--- src/rtl/shift_sequencer_pkg.sv ---
// Shared ALU definitions: shift mode codes, direction codes and sequencer state encodings.
// Other ALU blocks import this package so that every block uses the same codes.
package shift_sequencer_pkg;

  localparam logic [1:0] MODE_LOGIC = 2'b00;
  localparam logic [1:0] MODE_ARITH = 2'b01;
  localparam logic [1:0] MODE_ROT   = 2'b10;
  localparam logic [1:0] MODE_RSVD  = 2'b11;  // treated as logical

  localparam logic DIR_LEFT  = 1'b0;
  localparam logic DIR_RIGHT = 1'b1;

  localparam logic [1:0] ST_IDLE  = 2'b00;
  localparam logic [1:0] ST_SHIFT = 2'b01;
  localparam logic [1:0] ST_DONE  = 2'b10;

endpackage

--- src/rtl/shift_sequencer_step.sv ---
// Registered one-bit shifter: loads an operand with its direction and mode,
// then performs one shift/rotate step on every cycle that step_i is high.
module shift_step
  import shift_sequencer_pkg::*;
#(
  parameter int WIDTH = 8
) (
  input  logic             clk,
  input  logic             rst_n,
  input  logic             load_i,
  input  logic             step_i,
  input  logic             dir_i,
  input  logic [1:0]       mode_i,
  input  logic [WIDTH-1:0] data_i,
  output logic [WIDTH-1:0] data_o
);

  logic [WIDTH-1:0] data_q, data_d, stepped;
  logic             dir_q;
  logic [1:0]       mode_q;

  // NOTE: every variable gets a default first so no path leaves it unassigned (no latch).
  always_comb begin
    stepped = data_q;
    if (dir_q == DIR_LEFT) begin
      stepped = {data_q[WIDTH-2:0], (mode_q == MODE_ROT) ? data_q[WIDTH-1] : 1'b0};
    end else begin
      case (mode_q)
        MODE_ARITH: stepped = {data_q[WIDTH-1], data_q[WIDTH-1:1]};
        MODE_ROT:   stepped = {data_q[0], data_q[WIDTH-1:1]};
        default:    stepped = {1'b0, data_q[WIDTH-1:1]};
      endcase
    end
  end

  always_comb begin
    data_d = data_q;
    if (load_i) begin
      data_d = data_i;
    end else if (step_i) begin
      data_d = stepped;
    end
  end

  // NOTE: sequential state uses non-blocking assignments so all flops update together.
  always_ff @(posedge clk or negedge rst_n) begin
    if (!rst_n) begin
      data_q <= '0;
      dir_q  <= DIR_LEFT;
      mode_q <= MODE_LOGIC;
    end else begin
      data_q <= data_d;
      if (load_i) begin
        dir_q  <= dir_i;
        mode_q <= mode_i;
      end
    end
  end

  assign data_o = data_q;

endmodule

--- src/rtl/shift_sequencer.sv ---
// Multi-cycle shifter: accepts one request in IDLE, runs req_amt one-bit steps,
// then holds the result in DONE until the consumer takes it.
module shift_sequencer
  import shift_sequencer_pkg::*;
#(
  parameter int WIDTH = 8,
  parameter int CNT_W = 4
) (
  input  logic             clk,
  input  logic             rst_n,
  input  logic             req_valid,
  output logic             req_ready,
  input  logic             req_dir,
  input  logic [1:0]       req_mode,
  input  logic [CNT_W-1:0] req_amt,
  input  logic [WIDTH-1:0] req_data,
  output logic             res_valid,
  input  logic             res_ready,
  output logic [WIDTH-1:0] res_data,
  output logic             busy
);

  logic [1:0]       state_q, state_d;
  logic [CNT_W-1:0] cnt_q, cnt_d;
  logic             accept;
  logic             step;

  assign accept = (state_q == ST_IDLE) && req_valid;

  always_comb begin
    state_d = state_q;
    cnt_d   = cnt_q;
    step    = 1'b0;
    case (state_q)
      ST_IDLE: begin
        if (req_valid) begin
          cnt_d   = req_amt;
          state_d = (req_amt == '0) ? ST_DONE : ST_SHIFT;
        end
      end
      ST_SHIFT: begin
        step  = 1'b1;
        cnt_d = cnt_q - CNT_W'(1);
        if (cnt_q == CNT_W'(1)) begin
          state_d = ST_DONE;
        end
      end
      ST_DONE: begin
        if (res_ready) begin
          state_d = ST_IDLE;
        end
      end
      default: state_d = ST_IDLE;
    endcase
  end

  always_ff @(posedge clk or negedge rst_n) begin
    if (!rst_n) begin
      state_q <= ST_IDLE;
      cnt_q   <= '0;
    end else begin
      state_q <= state_d;
      cnt_q   <= cnt_d;
    end
  end

  shift_step #(.WIDTH(WIDTH)) u_step (
    .clk    (clk),
    .rst_n  (rst_n),
    .load_i (accept),
    .step_i (step),
    .dir_i  (req_dir),
    .mode_i (req_mode),
    .data_i (req_data),
    .data_o (res_data)
  );

  assign req_ready = (state_q == ST_IDLE);
  assign res_valid = (state_q == ST_DONE);
  assign busy      = (state_q != ST_IDLE);

endmodule
--- config.mk ---
export PLATFORM = sky130hd
export DESIGN_NAME = shift_sequencer
export DESIGN_NICKNAME = d
export VERILOG_FILES = /design/src/rtl/shift_sequencer_pkg.sv /design/src/rtl/shift_sequencer_step.sv /design/src/rtl/shift_sequencer.sv
export SDC_FILE = /design/constraint.sdc
export NUM_CORES = 1
export LEC_CHECK = 0
export BUFFER_PORTS_ARGS = -buffer_cell sky130_fd_sc_hd__buf_2
export CORE_MARGIN = 3
export CORE_UTILIZATION = 55
export CTS_BUF_LIST = sky130_fd_sc_hd__clkbuf_4
export DETAILED_ROUTE_END_ITERATION = 7
export PLACE_DENSITY_LB_ADDON = 0.2
export SLEW_MARGIN = 20
export SYNTH_ARGS = -nofsm -noshare
export SYNTH_HDL_FRONTEND = slang
export SYNTH_SLANG_ARGS = --single-unit
--- constraint.sdc ---
create_clock -name clk -period 2.5 [get_ports clk]
set_clock_uncertainty 0.05 [all_clocks]
set_input_delay 0.5 -clock clk [delete_from_list [all_inputs] [get_ports clk]]
set_output_delay 0.5 -clock clk [all_outputs]
set_load 0.02 [all_outputs]
* Word-level counts from Yosys, hierarchy flattened
Index checks and enable logic that the tools add are counted.
** Storage, ports and cells
- Register bits after elaboration :: 17
- Latch bits :: 0
- Bits in writable memories :: 0
- ROM bits :: 0
- Output and inout bits :: 11
- Logic and storage cells :: 38
- Memories :: 0
** Operators by class
- Add/subtract/negate cells :: 1
- Multiply operators :: 0
- Divide/modulo/power cells :: 0
- Magnitude comparators :: 0
- Eq/ne operators :: 9
- Shifts and indexed selects :: 0
- Multiplexer cells :: 13
- Bitwise logic cells :: 0
- Reduce and logical (&&, ||, !) cells :: 9
** Operators with widths (count)
- 8-bit 2-to-1 mux :: 3
- 8-bit one-hot mux with 2 select lines :: 1
- 2-bit 2-to-1 mux :: 4
- 4-bit one-hot mux with 2 select lines :: 1
- 2-bit one-hot mux with 3 select lines :: 1
- 2-bit nonzero test :: 3
- 2-bit by 1-bit equality test with 1-bit output (second input constant) :: 2
- 2-bit equality test (second input constant) :: 2
- 4-bit by 1-bit equality test with 1-bit output (second input constant) :: 1
- 4-bit logical NOT :: 1
- 4-bit 2-to-1 mux :: 1
- 2-bit != test (second input constant) :: 2
- 2-bit AND reduction :: 2
- 4-bit by 1-bit subtractor with 4-bit output (second input constant) :: 1
- 3-bit != test (second input constant) :: 1
- 3-bit AND reduction :: 1
- 2-bit logical NOT :: 1
- 1-bit 2-to-1 mux :: 2
- 2-bit by 1-bit != test with 1-bit output (second input constant) :: 1
- 1-bit logical AND :: 1

* Longest topological paths before layout
- Word-level depth :: 5
- Mapped depth :: 5
- Depth with buffers taken out :: 5

* By module
From an unflattened synthesis, not the netlist that was laid out.
** Unflattened totals
- Cells, all modules :: 101
- Area total of the unflattened synthesis :: 1036.0 µm²
** Modules (own cells, without submodules)
- shift_step :: times used 1, cells each 56, area each 600.6 µm²
- shift_sequencer :: times used 1, cells each 45, area each 435.4 µm²

* Worst setup path before layout
OpenSTA, ideal clock, no wires.
- Path kind :: flip-flop to output port
- From :: register state_q[0]
- To :: output port busy
- Arrival :: 1.323 ns
- Data required time :: 1.950 ns
- Slack :: 0.627 ns
- Cell stages (with the launch flop) :: 6
- Buffers on the path :: 3
- Path through :: dfrtp_1 > buf_2 > buf_2 > buf_2 > nor2_1 > inv_1
** On the way
- Cells in the longest elaborated chain, start to end :: 1
** Ends and longest elaborated chain
- start, declared :: RTL line shift_sequencer.sv:23 : logic [1:0] state_q, state_d;
- start signal, assigned :: RTL line shift_sequencer.sv:62 : state_q <= state_d;
- 2-bit nonzero test :: RTL line shift_sequencer.sv:80 : assign busy = (state_q != ST_IDLE);
- end, declared :: RTL line shift_sequencer.sv:20 : output logic busy
Every way passes these cells.

* Worst setup path after layout
Same ends and word-level chain as after synthesis.

==> impl_metrics.env <==
export IMPL_status="finished, final reports clean"
export IMPL_reg2reg_from="state_q[0]"
export IMPL_area_growth_pct=15.5
export IMPL_drive_above_1_share=0.371
export IMPL_route_detailed_drc=0
export IMPL_initial_core_util=0.627
export IMPL_cts_tree="done"
export IMPL_avgSynthCellArea_um2=10.3
export IMPL_grt_ovfl_total=0
export IMPL_p_comb_frac=0.496
export IMPL_fin_crit_ns=2.05
export IMPL_ctsHoldBuffers=0
export IMPL_wire_per_inst_um=15.3
export IMPL_cts_num_sinks=17
export IMPL_cts_buffer_depth=2
export IMPL_ios=30
export IMPL_yosysUniqueCellTypes=34
export IMPL_num_fill_cells=141
export IMPL_first_global_vias=799
export IMPL_pwr_share_seq=0.410
export IMPL_cts_resized=0
export IMPL_end_kind="primary output"
export IMPL_drtIter0Drc=25
export IMPL_power_w=0.00153
export IMPL_synth_top_area_frac=0.421
export IMPL_gp_congestion=0.798
export IMPL_clkTransAtPathRegs_ns=0.10
export IMPL_clock_latency_ns=0.30
export IMPL_cts_root_buf="clkbuf_4"
export IMPL_cts_buffers_inserted=3
export IMPL_antenna_found_initial=0
export IMPL_grt_max_degree=26
export IMPL_n_antenna_cell=0
export IMPL_dieHeight_um=48.8
export IMPL_cts_setup_buffers=0
export IMPL_ir_worst_vdd_mv=0.685
export IMPL_switching_share=0.446
export IMPL_crit_type="reg -> out"
export IMPL_grtUsageTotal=0.206
export IMPL_synthArstFlopShare=1.00
export IMPL_pwr_density_cell_nw_per_um2=1310
export IMPL_yosysTopAreaCell="dfrtp_1"
export IMPL_p_switching_w=0.000683
export IMPL_maxSlewHeadroom=0.503
export IMPL_htreeDepth=1
export IMPL_syn_cell_area_um2=1010
export IMPL_vias_per_cell=5.80
export IMPL_reg2reg_depth=3
export IMPL_setup_worst_path_start_class="flop"
export IMPL_vias=859
export IMPL_drv_slew=0
export IMPL_die_area_um2=2390
export IMPL_synth_edf_count=0
export IMPL_portBuffers=29
export IMPL_min_period_over_period=0.820
export IMPL_ant_nets=0
export IMPL_yosys_warnings=0
export IMPL_grt_pass1_wl_um=3820
export IMPL_tightest_slew_ns=0.745
export IMPL_die_w_um=48.8
export IMPL_min_path_type="in -> async"
export IMPL_layout_common_cells="29 x buf_2, 17 x dfrtp_1, 8 x o21ai_0"
export IMPL_finalHoldViolCount=0
export IMPL_finalSetupTns_ns=0
export IMPL_synth_seq_area_share=0.421
export IMPL_synth_area_top_cells="dfrtp_1 42%, mux2_2 7.8%, a22oi_1 4.5%"
export IMPL_dr_pass1_iters=5
export IMPL_dpl_hpwl_um=1620
export IMPL_rsz0062_at_grt="no"
export IMPL_internal_power_w=0.000850
export IMPL_p_clk_frac=0.094
export IMPL_synth_seq_cells=17
export IMPL_cp_startpoint="state_q[0]"
export IMPL_row_count=14
export IMPL_placeableCoreArea_um2=1610
export IMPL_wirelength_um=2260
export IMPL_arrival_ns=1.50
export IMPL_final_setup_viol_count=0
export IMPL_maxCapViolCount=0
export IMPL_fmax_ghz=0.488
export IMPL_final_common_cell="buf_2"
export IMPL_cp_required_ns=1.95
export IMPL_leakage_nw=0.552
export IMPL_fin_util=0.724
export IMPL_nets=146
export IMPL_ys_flop_type="dfrtp_1"
export IMPL_syn_inst=98
export IMPL_synth_nets=119
export IMPL_critPathMaxFanout=25
stage by stage:
stage	setup WS, ns	cells	area, um2	hold slack, ns
final	0.451	148	1170	0.0484
after global routing	0.305	148	1170	0.0572
after floorplan	0.627	98	1010	0.154
after global placement	0.747	144	1140	0.391
after CTS	0.448	148	1170	0.0517
after detailed placement	0.704	144	1140	0.390
kinds of logic after synthesis:
logic type               count (synthesis)  synth area share
AO/OA/AOI/OAI                           32             0.216
adder cells (fa/ha/maj)                  2            0.0248
buffers and inverters                   12            0.0644
flip-flops                              17             0.421
multiplexers                            11             0.133
AND/OR/NAND/NOR                         24             0.141
cell usage after synthesis (2+ instances only):
library cell and instances:
dfrtp_1 17, o21ai_0 8, mux2_2 7, a22oi_1 6, nand2_1 6, a31oi_1 5, inv_1 5, buf_2 4
nor2b_1 4, mux2_4 3, nor2_1 3, a21oi_1 2, buf_6 2, ha_1 2, nand2b_1 2, o21a_1 2
o22a_1 2, o22ai_1 2
metal layers:
metal	global-route usage	up-vias	wire length [um]
li1	-	416	-
met1	0.299	407	1070
met2	0.292	32	1010
met3	0.0673	4	157
met4	0.0569	0	25
met5	0	-	0
power groups by stage:
stage / clock, W / combinational, W / sequential [W]
global placement: 0 / 0.000733 / 0.000617
global route: 0.000161 / 0.000844 / 0.000657
detailed placement: 0 / 0.000756 / 0.000628
finish: 0.000144 / 0.000760 / 0.000629
CTS: 0.000151 / 0.000761 / 0.000623
floorplan: 0 / 0.000614 / 0.000577
worst paths after layout:
kind / to / slack (ns)
max in group asynchronous: u_step.data_o[4] / 2.06
min reg2reg: cnt_q[3] / 0.47
min: state_q[1] / 0.05
max: busy / 0.45
max reg2reg: u_step.data_o[7] / 0.65
min in group clk: u_step.dir_q / 0.37
sequential cells by signal, indices dropped and copies added, names as in the netlist:
name and flops:
state_q 2, u_step.mode_q 2, u_step.data_o 8, cnt_q 4, u_step.dir_q 1
worst max-delay path: stages, from the launching register on:
cell	delay [ns]
dfrtp_1	0.84
nor2_1	0.13
inv_1	0.07
buf_2	0.16
cell type report:
class | count | area, um2 | share of cell area
clock buffers | 3 | 22.5 | 0.0193
inverters | 5 | 18.8 | 0.0161
well taps | 24 | 30.0 | 0.0258
multi-input cells | 69 | 519 | 0.445
repair buffers | 29 | 145 | 0.124
clock inverters | 1 | 5.00 | 0.00429
flip-flops and latches | 17 | 425 | 0.365
No activity file was read; power rests on OpenSTA's default activity.
